File: config.mk
export PLATFORM = sky130hd
export DESIGN_NAME = sm83_sequencer_flat
export DESIGN_NICKNAME = d
export VERILOG_FILES = /design/src/rtl/sm83_pkg.sv /design/src/rtl/sm83_sequencer_if.sv /design/src/rtl/sm83_tstate_counter.sv /design/src/rtl/sm83_sequencer.sv /design/src/flat_wrapper.sv
export SDC_FILE = /design/constraint.sdc
export NUM_CORES = 1
export LEC_CHECK = 0
export BUFFER_PORTS_ARGS = -buffer_cell sky130_fd_sc_hd__buf_2
export CORE_MARGIN = 2
export CORE_UTILIZATION = 38
export DETAILED_ROUTE_END_ITERATION = 7
export PLACE_DENSITY = 0.73
export SYNTH_ARGS = -nofsm -noshare
export SYNTH_HDL_FRONTEND = slang
export SYNTH_SLANG_ARGS = --single-unit
File: constraint.sdc
create_clock -name clk -period 1.4 [get_ports clk]
set_input_delay 0.28 -clock clk [delete_from_list [all_inputs] [get_ports clk]]
set_output_delay 0.28 -clock clk [all_outputs]
set_load 0.02 [all_outputs]
File: src/rtl/sm83_pkg.sv
// Shared types and constants for the sm83 cycle sequencer and its datapath.
package sm83_pkg;

  // Data-bus source select driven into the register/bus datapath.
  typedef enum logic [3:0] {
    DB_A    = 4'd0,
    DB_B    = 4'd1,
    DB_C    = 4'd2,
    DB_D    = 4'd3,
    DB_E    = 4'd4,
    DB_H    = 4'd5,
    DB_L    = 4'd6,
    DB_F    = 4'd7,
    DB_MEM  = 4'd8,
    DB_PCH  = 4'd9,
    DB_PCL  = 4'd10,
    DB_SPH  = 4'd11,
    DB_SPL  = 4'd12,
    DB_ALU  = 4'd13,
    DB_IMM  = 4'd14,
    DB_ZERO = 4'd15
  } s_db_t;

  // Address-bus source select; ADDR_HI_* are the 0xFF00-page forms.
  typedef enum logic [2:0] {
    ADDR_PC   = 3'd0,
    ADDR_SP   = 3'd1,
    ADDR_HL   = 3'd2,
    ADDR_BC   = 3'd3,
    ADDR_DE   = 3'd4,
    ADDR_WZ   = 3'd5,
    ADDR_HI_C = 3'd6,
    ADDR_HI_Z = 3'd7
  } s_addr_t;

  // Sequencer top-level state.
  typedef enum logic [1:0] {
    S_FETCH = 2'd0,
    S_EXEC  = 2'd1,
    S_HALT  = 2'd2,
    S_IRQ   = 2'd3
  } seq_state_t;

  // T-state encodings as seen on t_state.
  localparam logic [1:0] T1 = 2'd0;
  localparam logic [1:0] T2 = 2'd1;
  localparam logic [1:0] T3 = 2'd2;
  localparam logic [1:0] T4 = 2'd3;

  localparam logic [2:0] M_CYCLE_MAX = 3'd7;

  // M-cycle index step that sticks at the top value instead of wrapping.
  function automatic logic [2:0] m_inc_sat(input logic [2:0] m);
    return (m == M_CYCLE_MAX) ? m : m + 3'd1;
  endfunction

endpackage

File: src/rtl/sm83_sequencer_if.sv
// Decoder request / datapath control bundle around the sm83 sequencer.
// Handshake: there is no valid/ready pair; the dec_* request is qualified by
// the M-cycle itself and must be held stable from T1 through T4, and every
// control output is valid for the T-state shown on t_state.
interface sm83_sequencer_if;
  import sm83_pkg::*;

  // Decoder request and core status
  s_db_t      dec_db_sel;
  s_addr_t    dec_addr_sel;
  logic       dec_mem_rd;
  logic       dec_mem_wr;
  logic       dec_idu_en;
  logic       dec_last_m;
  logic       dec_halt;
  logic       ir_is_cb;
  logic       ime;
  logic       irq_pending;

  // Sequencer outputs
  logic [1:0] t_state;
  logic [2:0] m_cycle;
  s_db_t      db_sel;
  s_addr_t    addr_sel;
  logic       mem_rd;
  logic       write;
  logic       ir_load;
  logic       reg_we;
  logic       idu_en;
  logic       idu_dec;
  logic       cb_mode;
  logic       halted;
  logic       irq_ack;
  seq_state_t dbg_state;

  modport master (
    input  dec_db_sel, dec_addr_sel, dec_mem_rd, dec_mem_wr, dec_idu_en,
           dec_last_m, dec_halt, ir_is_cb, ime, irq_pending,
    output t_state, m_cycle, db_sel, addr_sel, mem_rd, write, ir_load,
           reg_we, idu_en, idu_dec, cb_mode, halted, irq_ack, dbg_state
  );

  modport slave (
    output dec_db_sel, dec_addr_sel, dec_mem_rd, dec_mem_wr, dec_idu_en,
           dec_last_m, dec_halt, ir_is_cb, ime, irq_pending,
    input  t_state, m_cycle, db_sel, addr_sel, mem_rd, write, ir_load,
           reg_we, idu_en, idu_dec, cb_mode, halted, irq_ack, dbg_state
  );

endinterface

File: src/rtl/sm83_tstate_counter.sv
// Free-running T1..T4 counter; m_end marks T4, the last clock of an M-cycle.
module sm83_tstate_counter
  import sm83_pkg::*;
(
  input  logic       clk,
  input  logic       rst_n,
  output logic [1:0] t_state,
  output logic       m_end
);

  logic [1:0] t_state_q, t_state_d;

  // Next T-state: plain 2-bit wrap, T4 rolls over to T1.
  always_comb begin
    t_state_d = t_state_q + 2'd1;
  end

  // T-state register.
  always_ff @(posedge clk or negedge rst_n) begin
    if (!rst_n) t_state_q <= T1;
    else        t_state_q <= t_state_d;
  end

  assign t_state = t_state_q;
  assign m_end   = (t_state_q == T4);

endmodule

File: src/rtl/sm83_sequencer.sv
// sm83 cycle sequencer: fetch/execute, HALT and interrupt dispatch control.
// All control outputs are combinational from registered state plus the
// decoder request; state, m_cycle and cb_mode only move on the T4->T1 edge.
module sm83_sequencer
  import sm83_pkg::*;
#(
  parameter int IRQ_MCYCLES = 5
) (
  input logic              clk,
  input logic              rst_n,
  sm83_sequencer_if.master bus
);

  localparam logic [2:0] IRQ_LAST_M = 3'(IRQ_MCYCLES - 1);

  logic [1:0] t_state;
  logic       m_end;

  seq_state_t state_q, state_d;
  logic [2:0] m_cycle_q, m_cycle_d;
  logic       cb_mode_q, cb_mode_d;

  s_db_t      db_sel;
  s_addr_t    addr_sel;
  logic       mem_rd;
  logic       write;
  logic       ir_load;
  logic       reg_we;
  logic       idu_en;
  logic       idu_dec;
  logic       irq_ack;

  logic       wr_window;
  logic       irq_take;

  sm83_tstate_counter u_tstate (
    .clk     (clk),
    .rst_n   (rst_n),
    .t_state (t_state),
    .m_end   (m_end)
  );

  // Writes are held off T1 so the address settles first and drop before T4.
  assign wr_window = (t_state == T2) || (t_state == T3);
  // A CB prefix never ends an instruction, so it cannot be interrupted.
  assign irq_take  = bus.dec_last_m & bus.ime & bus.irq_pending & ~bus.ir_is_cb;

  // Next-state and per-T-state control decode.
  always_comb begin
    state_d   = state_q;
    m_cycle_d = m_cycle_q;
    cb_mode_d = cb_mode_q;
    db_sel    = DB_A;
    addr_sel  = ADDR_PC;
    mem_rd    = 1'b0;
    write     = 1'b0;
    ir_load   = 1'b0;
    reg_we    = 1'b0;
    idu_en    = 1'b0;
    idu_dec   = 1'b0;
    irq_ack   = 1'b0;

    case (state_q)
      S_FETCH: begin
        mem_rd  = 1'b1;
        ir_load = m_end;
        idu_en  = m_end;
        if (m_end) begin
          state_d   = S_EXEC;
          m_cycle_d = 3'd0;
        end
      end

      S_EXEC: begin
        db_sel = bus.dec_db_sel;
        reg_we = m_end;
        if (bus.dec_last_m) begin
          if (irq_take) begin
            // Final ALU/writeback still happens, but no opcode fetch.
            if (m_end) state_d = S_IRQ;
          end else begin
            // Overlapped fetch of the next opcode from PC.
            mem_rd  = 1'b1;
            ir_load = m_end;
            idu_en  = m_end;
            if (m_end && bus.dec_halt) state_d = S_HALT;
          end
          if (m_end) begin
            m_cycle_d = 3'd0;
            cb_mode_d = bus.ir_is_cb;
          end
        end else begin
          addr_sel = bus.dec_addr_sel;
          mem_rd   = bus.dec_mem_rd;
          write    = bus.dec_mem_wr & wr_window;
          idu_en   = bus.dec_idu_en & m_end;
          if (m_end) m_cycle_d = m_inc_sat(m_cycle_q);
        end
      end

      S_HALT: begin
        // IR already holds the opcode after HALT; leave via EXEC without a fetch.
        if (m_end && bus.irq_pending) begin
          state_d   = bus.ime ? S_IRQ : S_EXEC;
          m_cycle_d = 3'd0;
        end
      end

      S_IRQ: begin
        // Push PC high then low onto the stack, pre-decrementing SP.
        case (m_cycle_q)
          3'd1: begin
            addr_sel = ADDR_SP;
            idu_dec  = m_end;
          end
          3'd2: begin
            addr_sel = ADDR_SP;
            db_sel   = DB_PCH;
            write    = wr_window;
            idu_dec  = m_end;
          end
          3'd3: begin
            addr_sel = ADDR_SP;
            db_sel   = DB_PCL;
            write    = wr_window;
          end
          default: ;
        endcase
        if (m_cycle_q == IRQ_LAST_M) begin
          irq_ack = m_end;
          if (m_end) begin
            state_d   = S_FETCH;
            m_cycle_d = 3'd0;
          end
        end else if (m_end) begin
          m_cycle_d = m_cycle_q + 3'd1;
        end
      end

      default: begin
        state_d = S_FETCH;
      end
    endcase
  end

  // Sequencer state registers.
  always_ff @(posedge clk or negedge rst_n) begin
    if (!rst_n) begin
      state_q   <= S_FETCH;
      m_cycle_q <= 3'd0;
      cb_mode_q <= 1'b0;
    end else begin
      state_q   <= state_d;
      m_cycle_q <= m_cycle_d;
      cb_mode_q <= cb_mode_d;
    end
  end

  assign bus.t_state   = t_state;
  assign bus.m_cycle   = m_cycle_q;
  assign bus.db_sel    = db_sel;
  assign bus.addr_sel  = addr_sel;
  // Reset state is S_FETCH; keep the read quiet until reset is released.
  assign bus.mem_rd    = mem_rd & rst_n;
  assign bus.write     = write;
  assign bus.ir_load   = ir_load;
  assign bus.reg_we    = reg_we;
  assign bus.idu_en    = idu_en;
  assign bus.idu_dec   = idu_dec;
  assign bus.cb_mode   = cb_mode_q;
  assign bus.halted    = (state_q == S_HALT);
  assign bus.irq_ack   = irq_ack;
  assign bus.dbg_state = state_q;

endmodule

File: src/flat_wrapper.sv
// flat-port wrapper written by rule: the top's interface ports become plain ports
module sm83_sequencer_flat import sm83_pkg::*;
#(
  parameter int IRQ_MCYCLES = 5
)
  (clk, rst_n, bus_dec_db_sel, bus_dec_addr_sel, bus_dec_mem_rd, bus_dec_mem_wr, bus_dec_idu_en, bus_dec_last_m, bus_dec_halt, bus_ir_is_cb, bus_ime, bus_irq_pending, bus_t_state, bus_m_cycle, bus_db_sel, bus_addr_sel, bus_mem_rd, bus_write, bus_ir_load, bus_reg_we, bus_idu_en, bus_idu_dec, bus_cb_mode, bus_halted, bus_irq_ack, bus_dbg_state);
  sm83_sequencer_if bus_i ();
  input logic clk;
  input logic rst_n;
  input wire logic [$bits(bus_i.dec_db_sel)-1:0] bus_dec_db_sel;
  input wire logic [$bits(bus_i.dec_addr_sel)-1:0] bus_dec_addr_sel;
  input wire logic [$bits(bus_i.dec_mem_rd)-1:0] bus_dec_mem_rd;
  input wire logic [$bits(bus_i.dec_mem_wr)-1:0] bus_dec_mem_wr;
  input wire logic [$bits(bus_i.dec_idu_en)-1:0] bus_dec_idu_en;
  input wire logic [$bits(bus_i.dec_last_m)-1:0] bus_dec_last_m;
  input wire logic [$bits(bus_i.dec_halt)-1:0] bus_dec_halt;
  input wire logic [$bits(bus_i.ir_is_cb)-1:0] bus_ir_is_cb;
  input wire logic [$bits(bus_i.ime)-1:0] bus_ime;
  input wire logic [$bits(bus_i.irq_pending)-1:0] bus_irq_pending;
  output wire logic [$bits(bus_i.t_state)-1:0] bus_t_state;
  output wire logic [$bits(bus_i.m_cycle)-1:0] bus_m_cycle;
  output wire logic [$bits(bus_i.db_sel)-1:0] bus_db_sel;
  output wire logic [$bits(bus_i.addr_sel)-1:0] bus_addr_sel;
  output wire logic [$bits(bus_i.mem_rd)-1:0] bus_mem_rd;
  output wire logic [$bits(bus_i.write)-1:0] bus_write;
  output wire logic [$bits(bus_i.ir_load)-1:0] bus_ir_load;
  output wire logic [$bits(bus_i.reg_we)-1:0] bus_reg_we;
  output wire logic [$bits(bus_i.idu_en)-1:0] bus_idu_en;
  output wire logic [$bits(bus_i.idu_dec)-1:0] bus_idu_dec;
  output wire logic [$bits(bus_i.cb_mode)-1:0] bus_cb_mode;
  output wire logic [$bits(bus_i.halted)-1:0] bus_halted;
  output wire logic [$bits(bus_i.irq_ack)-1:0] bus_irq_ack;
  output wire logic [$bits(bus_i.dbg_state)-1:0] bus_dbg_state;
  assign bus_i.dec_db_sel = bus_dec_db_sel;
  assign bus_i.dec_addr_sel = bus_dec_addr_sel;
  assign bus_i.dec_mem_rd = bus_dec_mem_rd;
  assign bus_i.dec_mem_wr = bus_dec_mem_wr;
  assign bus_i.dec_idu_en = bus_dec_idu_en;
  assign bus_i.dec_last_m = bus_dec_last_m;
  assign bus_i.dec_halt = bus_dec_halt;
  assign bus_i.ir_is_cb = bus_ir_is_cb;
  assign bus_i.ime = bus_ime;
  assign bus_i.irq_pending = bus_irq_pending;
  assign bus_t_state = bus_i.t_state;
  assign bus_m_cycle = bus_i.m_cycle;
  assign bus_db_sel = bus_i.db_sel;
  assign bus_addr_sel = bus_i.addr_sel;
  assign bus_mem_rd = bus_i.mem_rd;
  assign bus_write = bus_i.write;
  assign bus_ir_load = bus_i.ir_load;
  assign bus_reg_we = bus_i.reg_we;
  assign bus_idu_en = bus_i.idu_en;
  assign bus_idu_dec = bus_i.idu_dec;
  assign bus_cb_mode = bus_i.cb_mode;
  assign bus_halted = bus_i.halted;
  assign bus_irq_ack = bus_i.irq_ack;
  assign bus_dbg_state = bus_i.dbg_state;
  sm83_sequencer #(.IRQ_MCYCLES(IRQ_MCYCLES)) u_core (.clk(clk), .rst_n(rst_n), .bus(bus_i));
endmodule
## After elaboration in Yosys (flattened, before gate mapping)

Cells that the tools add are included.

| storage, ports and cells | value |
|---|---|
| input bits | 17 |
| output and inout port bits | 23 |
| register bits after elaboration | 8 |
| word-level logic and storage cells | 83 |

| cells by class | value |
|---|---|
| multiplexer cells | 39 |
| reduce and logical (&&, ||, !) cells | 10 |
| add/sub/neg operators | 2 |
| equality and inequality tests | 21 |
| bitwise gates (word level) | 7 |

Operators with widths:

| operator | number |
|---|---|
| $mux W3 | 8 |
| $mux W2 | 9 |
| $pmux W4 S2 | 2 |
| $mux W1 | 13 |
| $pmux W3 S4 | 1 |
| $eq A2 B2 Y1 const B | 4 |
| $ne A2 B1 Y1 const B | 4 |
| $pmux W1 S2 | 4 |
| $pmux W2 S4 | 1 |
| $reduce_and A7 Y1 | 1 |
| $and A1 B1 Y1 | 6 |
| $eq A3 B2 Y1 const B | 2 |
| $eq A3 B3 Y1 const B | 2 |
| $ne A3 B1 Y1 const B | 2 |
| $ne A3 B2 Y1 const B | 2 |
| $pmux W3 S2 | 1 |
| $eq A2 B1 Y1 const B | 2 |
| $reduce_and A4 Y1 | 1 |
| $reduce_or A2 Y1 | 2 |
| $add A3 B1 Y3 const B | 1 |
| $eq A3 B1 Y1 const B | 1 |
| $ne A3 B3 Y1 const B | 1 |
| $reduce_and A3 Y1 | 1 |
| $reduce_or A3 Y1 | 1 |
| 6 further kinds | 7 |

## Longest topological paths before layout

| logic depth | value |
|---|---|
| depth after elaboration | 7 |
| mapped depth | 6 |
| mapped depth without buffers | 6 |

## Modules after synthesis

From an unflattened synthesis, not the netlist that was laid out.

| second synthesis, totals | value |
|---|---|
| cell total of the unflattened synthesis | 88 |
| area, all modules | 699.4 um2 |

By module, submodules not included:

| module | cells each | instances | sequential area each (um2) | area an instance (um2) |
|---|---|---|---|---|
| sm83_sequencer | 84 | 1 | 150.1 | 633.1 |
| sm83_tstate_counter | 4 | 1 | 50.0 | 66.3 |

## Worst setup path after synthesis

No wires, ideal clock.

| path | value |
|---|---|
| kind | register to output |
| start | register u_core.u_tstate.t_state_q[0] (netlist: u_core.u_tstate.t_state[0]) |
| end | output bus_idu_dec |
| data required time | 1,120 ps |
| buffers on the path | 1 |
| arrival | 1,546 ps |
| cell stages (with the launch flop) | 5 |
| setup slack | -426 ps |
| cells stage by stage | dfrtp_1 -> ha_1 -> buf_4 -> nand2_2 -> nor4_1 |

| between the ends | value |
|---|---|
| longest elaborated chain between the ends | 3 |

Ends and longest elaborated chain:

| what | RTL line | source |
|---|---|---|
| start: declaration | sm83_tstate_counter.sv:11 | `logic [1:0] t_state_q, t_state_d;` |
| start signal: assignment | sm83_tstate_counter.sv:21 | `else t_state_q <= t_state_d;` |
| $eq A2 B2 Y1 | sm83_tstate_counter.sv:25 | `assign m_end = (t_state_q == T4);` |
| $mux W1 | sm83_sequencer.sv:111 | `case (m_cycle_q)` |
| $mux W1 | sm83_sequencer.sv:63 | `case (state_q)` |
| end: declaration | flat_wrapper.sv:29 | `output wire logic [$bits(bus_i.idu_dec)-1:0] bus_idu_dec;` |

Every way passes these cells.

## Final worst setup path

| path | value |
|---|---|
| start | register u_core.m_cycle_q[1] (netlist: u_core.bus.m_cycle[1]) |
| end | output bus_db_sel[1] |

| between the ends | value |
|---|---|
| longest elaborated chain between the ends | 3 |
| elaborated cells on any way between the ends | 4 |
| classes of those cells | eq/ne (2); mux (2) |

Ends and longest elaborated chain:

| what | RTL line | source |
|---|---|---|
| start: declaration | sm83_sequencer.sv:20 | `logic [2:0] m_cycle_q, m_cycle_d;` |
| start signal: assignment | sm83_sequencer.sv:154 | `m_cycle_q <= m_cycle_d;` |
| $eq A3 B2 Y1 | sm83_sequencer.sv:111 |  |
| $pmux W4 S2 * | sm83_sequencer.sv:111 |  |
| $pmux W4 S2 * | sm83_sequencer.sv:63 |  |
| end: declaration | flat_wrapper.sv:22 | `output wire logic [$bits(bus_i.db_sel)-1:0] bus_db_sel;` |

Mark *: on every way between the ends. The rest lies on a longest branch, timed or not.

==> impl_metrics.ini <==
[run_status]
status = finished with violations
violations = negative setup slack

[synthesis]
synth.top_cell.area_share_pct = 28.32
synth_top_area_cell = dfrtp_1
ys_seq_area_share_pct = 28.32
ys_ff_latch = 8
async_reset_ff_share_pct = 100.0
synthFlopType = dfrtp_1
synth.distinct_cells = 33
synthCells = 85
synthTopCellsByArea = dfrtp_1, ha_1, a21oi_1, nor2_1, nand2_1
synth_area_sq_um = 706.9
synth_warnings = 0
syn_nets = 109
avgSynthCellArea_sq_um = 8.317
synth_edf_count = 0

[routing]
antenna_left = 0
wl_per_cell_um = 19.07
dr.pass1.iters = 4
drt_wl_total_mm = 3.376
drc = 0
vias = 990
drtIter0Drc = 28
viasPerCell = 5.593

[worst_setup_path]
critPathLaunch = u_core.bus.m_cycle[1]
path_cells = ha_4, ha_4, mux2i_1, nor2_2, buf_6
cp_max_fo = 4
slowest_delay_ps = 460
cp-end-kind = primary output
path_delay_family = flip-flops
cp_slowest_cell = dfrtp_2
cp-start-kind = flip-flop
path_class = flip-flop to primary output
r2r_setup_slack_ps = -170
r2r_end = u_core.bus.m_cycle[0]
critPathArrivalTime_ps = 1580
rr_startpoint = u_core.bus.m_cycle[1]
cp_num_buf_inv = 1
cp_num_cells = 5
cp.required_ps = 1120
crit_end = bus_db_sel[1]
cpMostUsedCell = ha_4
r2r_cells = 7

[finish]
num_antenna_cells = 0
fin_util_pct = 86.38
synthToLayoutAreaGrowth_pct = 113.3
fin_nets = 177
drive_above_1_share_pct = 76.97

[pwr]
peakVddDrop_mv = 1.286
power_density_nw_per_um2 = 1846
leakagePower_uw = 0.0006749
power_uw = 2784

[place]
dp_hpwl_mm = 1.588
dp_worst_setup_slack_ps = -115.5
gp_congestion = 0.8934
portBuffers = 39

[sta]
setup_viol = 19
setup_ws_ps = -461.8
rsz0062_at_grt = true
drv_slew = 0
max_freq_ghz = 0.5371
relSlewSlack_pct = 79.46
tightest_slew_ps = 299.5
finalCritPeriodShare_pct = 133.0
period_needed_ps = 1862
clock_skew_ps = 8.825
hold_violations = 0

[job]
maxCapViolations = 0

[floorplanning]
die_x_um = 47.13
die_h_um = 47.13
start_util_pct = 40.50
die_area_sq_um = 2221
coreArea_sq_um = 1745
io_pins = 40
fp-row-count = 15

[grt]
grt_overflow = 0
grt_pass1_wl_mm = 3.636
groute.usage.overall_pct = 23.90
grt_pass1_vias = 869
grt_max_degree = 9
grt_antenna_before_repair = 0

[clock_tree]
clockBufferDepth = 2
cts_buffers = 3
htreeDepth = 1
cts_tree = built
path_clk_slew_ps = 60
clock-sinks = 8
cts-root-buf = clkbuf_4
clock_latency_ps = 270

[worst_hold_path]
holdPathStages = 2
hp-class = input pin to flip-flop
## kinds of logic after synthesis
| group | after synthesis | share of synthesized area, % |
|---|---|---|
| DFF | 8 | 28.32 |
| AOI/OAI and AO/OA | 22 | 20.71 |
| muxes | 4 | 6.548 |
| adders and majority gates | 7 | 12.39 |
| and+or+nand+nor | 33 | 23.89 |
| buffers and inverters | 11 | 8.141 |
## stage by stage
step	std cells	instance area [sq um]	hold WS (ps)	setup TNS, ps
finish	177	1508	272.4	-4140
global route	177	1508	279.6	-4762
CTS	171	1344	270.6	-2903
detailed placement	161	1090	208.2	-567.7
global placement	161	1090	207.0	-342.9
floorplan	85	774.5	-15.59	-406.9
## Yosys cell counts (all sizes together) (2+ instances only)
library cell  count
o21ai             4
a21oi             9
mux2              2
and2              2
inv               7
mux2i             2
nor2b             3
nor2             13
nand2             9
dfrtp             8
buf               4
ha                7
## per-layer routing
layer | GRT usage [%] | share of wire, % | vias up
met5 | 0 | 0 | -
met4 | 15.00 | 5.5 | 0
met2 | 47.40 | 49 | 75
li1 | - | - | 434
met1 | 23.19 | 37 | 458
met3 | 1.923 | 8.1 | 23
## cell usage in the layout, fill, tap and decap left out, types with 3 or more instances in the layout
master | synthesis | layout
a21oi_1 | 9 | 4
o21ai_0 | 4 | 3
dfrtp_2 | 0 | 7
buf_4 | 2 | 27
nor2_1 | 12 | 4
nor2_4 | 1 | 5
buf_6 | 1 | 15
nand2_1 | 8 | 6
clkbuf_4 | 0 | 4
a21oi_2 | 0 | 4
inv_2 | 2 | 3
buf_2 | 1 | 22
ha_4 | 0 | 6
nor2_2 | 0 | 4
## where the power goes
part	leakage, uW	internal [uW]	switching [uW]
clock	0.0000150	110	95.9
sequential	0.0000887	320	162
combinational	0.000571	1020	1080
## worst register-to-register path: stages (launching register included)
cell and delay [ps]:
dfrtp_2 440, ha_4 180, buf_6 100, ha_4 150, nor2_4 40, o2111ai_4 230, inv_2 60, mux2_2 260
## worst min path at each step
stage	from	to	slack, ps
floorplan	rst_n	u_core.bus.cb_mode	-20
global placement	rst_n	u_core.bus.cb_mode	210
detailed placement	rst_n	u_core.bus.cb_mode	210
CTS	bus_ir_is_cb	u_core.bus.cb_mode	270
global route	bus_ir_is_cb	u_core.bus.cb_mode	280
finish	bus_ir_is_cb	u_core.bus.cb_mode	270
## cell type report
class / count / area (sq um)
timing repair buffer: 67 / 519.2
fill: 85 / 237.7
clock buffer: 4 / 26.28
multi-input combinational: 66 / 683.2
tap: 25 / 31.28
inverter: 7 / 38.79
sequential: 8 / 209.0
## repair_timing
action | 4_1_cts | 5_1_grt
hold buffers | 1 | 0
buffers inserted | 5 | 6
hold endpoints to repair | 8 | 0
gates resized for setup | 48 | 25
endpoints found under the setup margin | 18 | 18
pin swaps | 14 | 8
## flip-flops by register name, indices dropped and copies added, names as in the netlist
register and count:
u_core.bus.m_cycle 3, u_core.bus.dbg_state 2, u_core.u_tstate.t_state 2, u_core.bus.cb_mode 1
(Power assumes the default switching activity.)
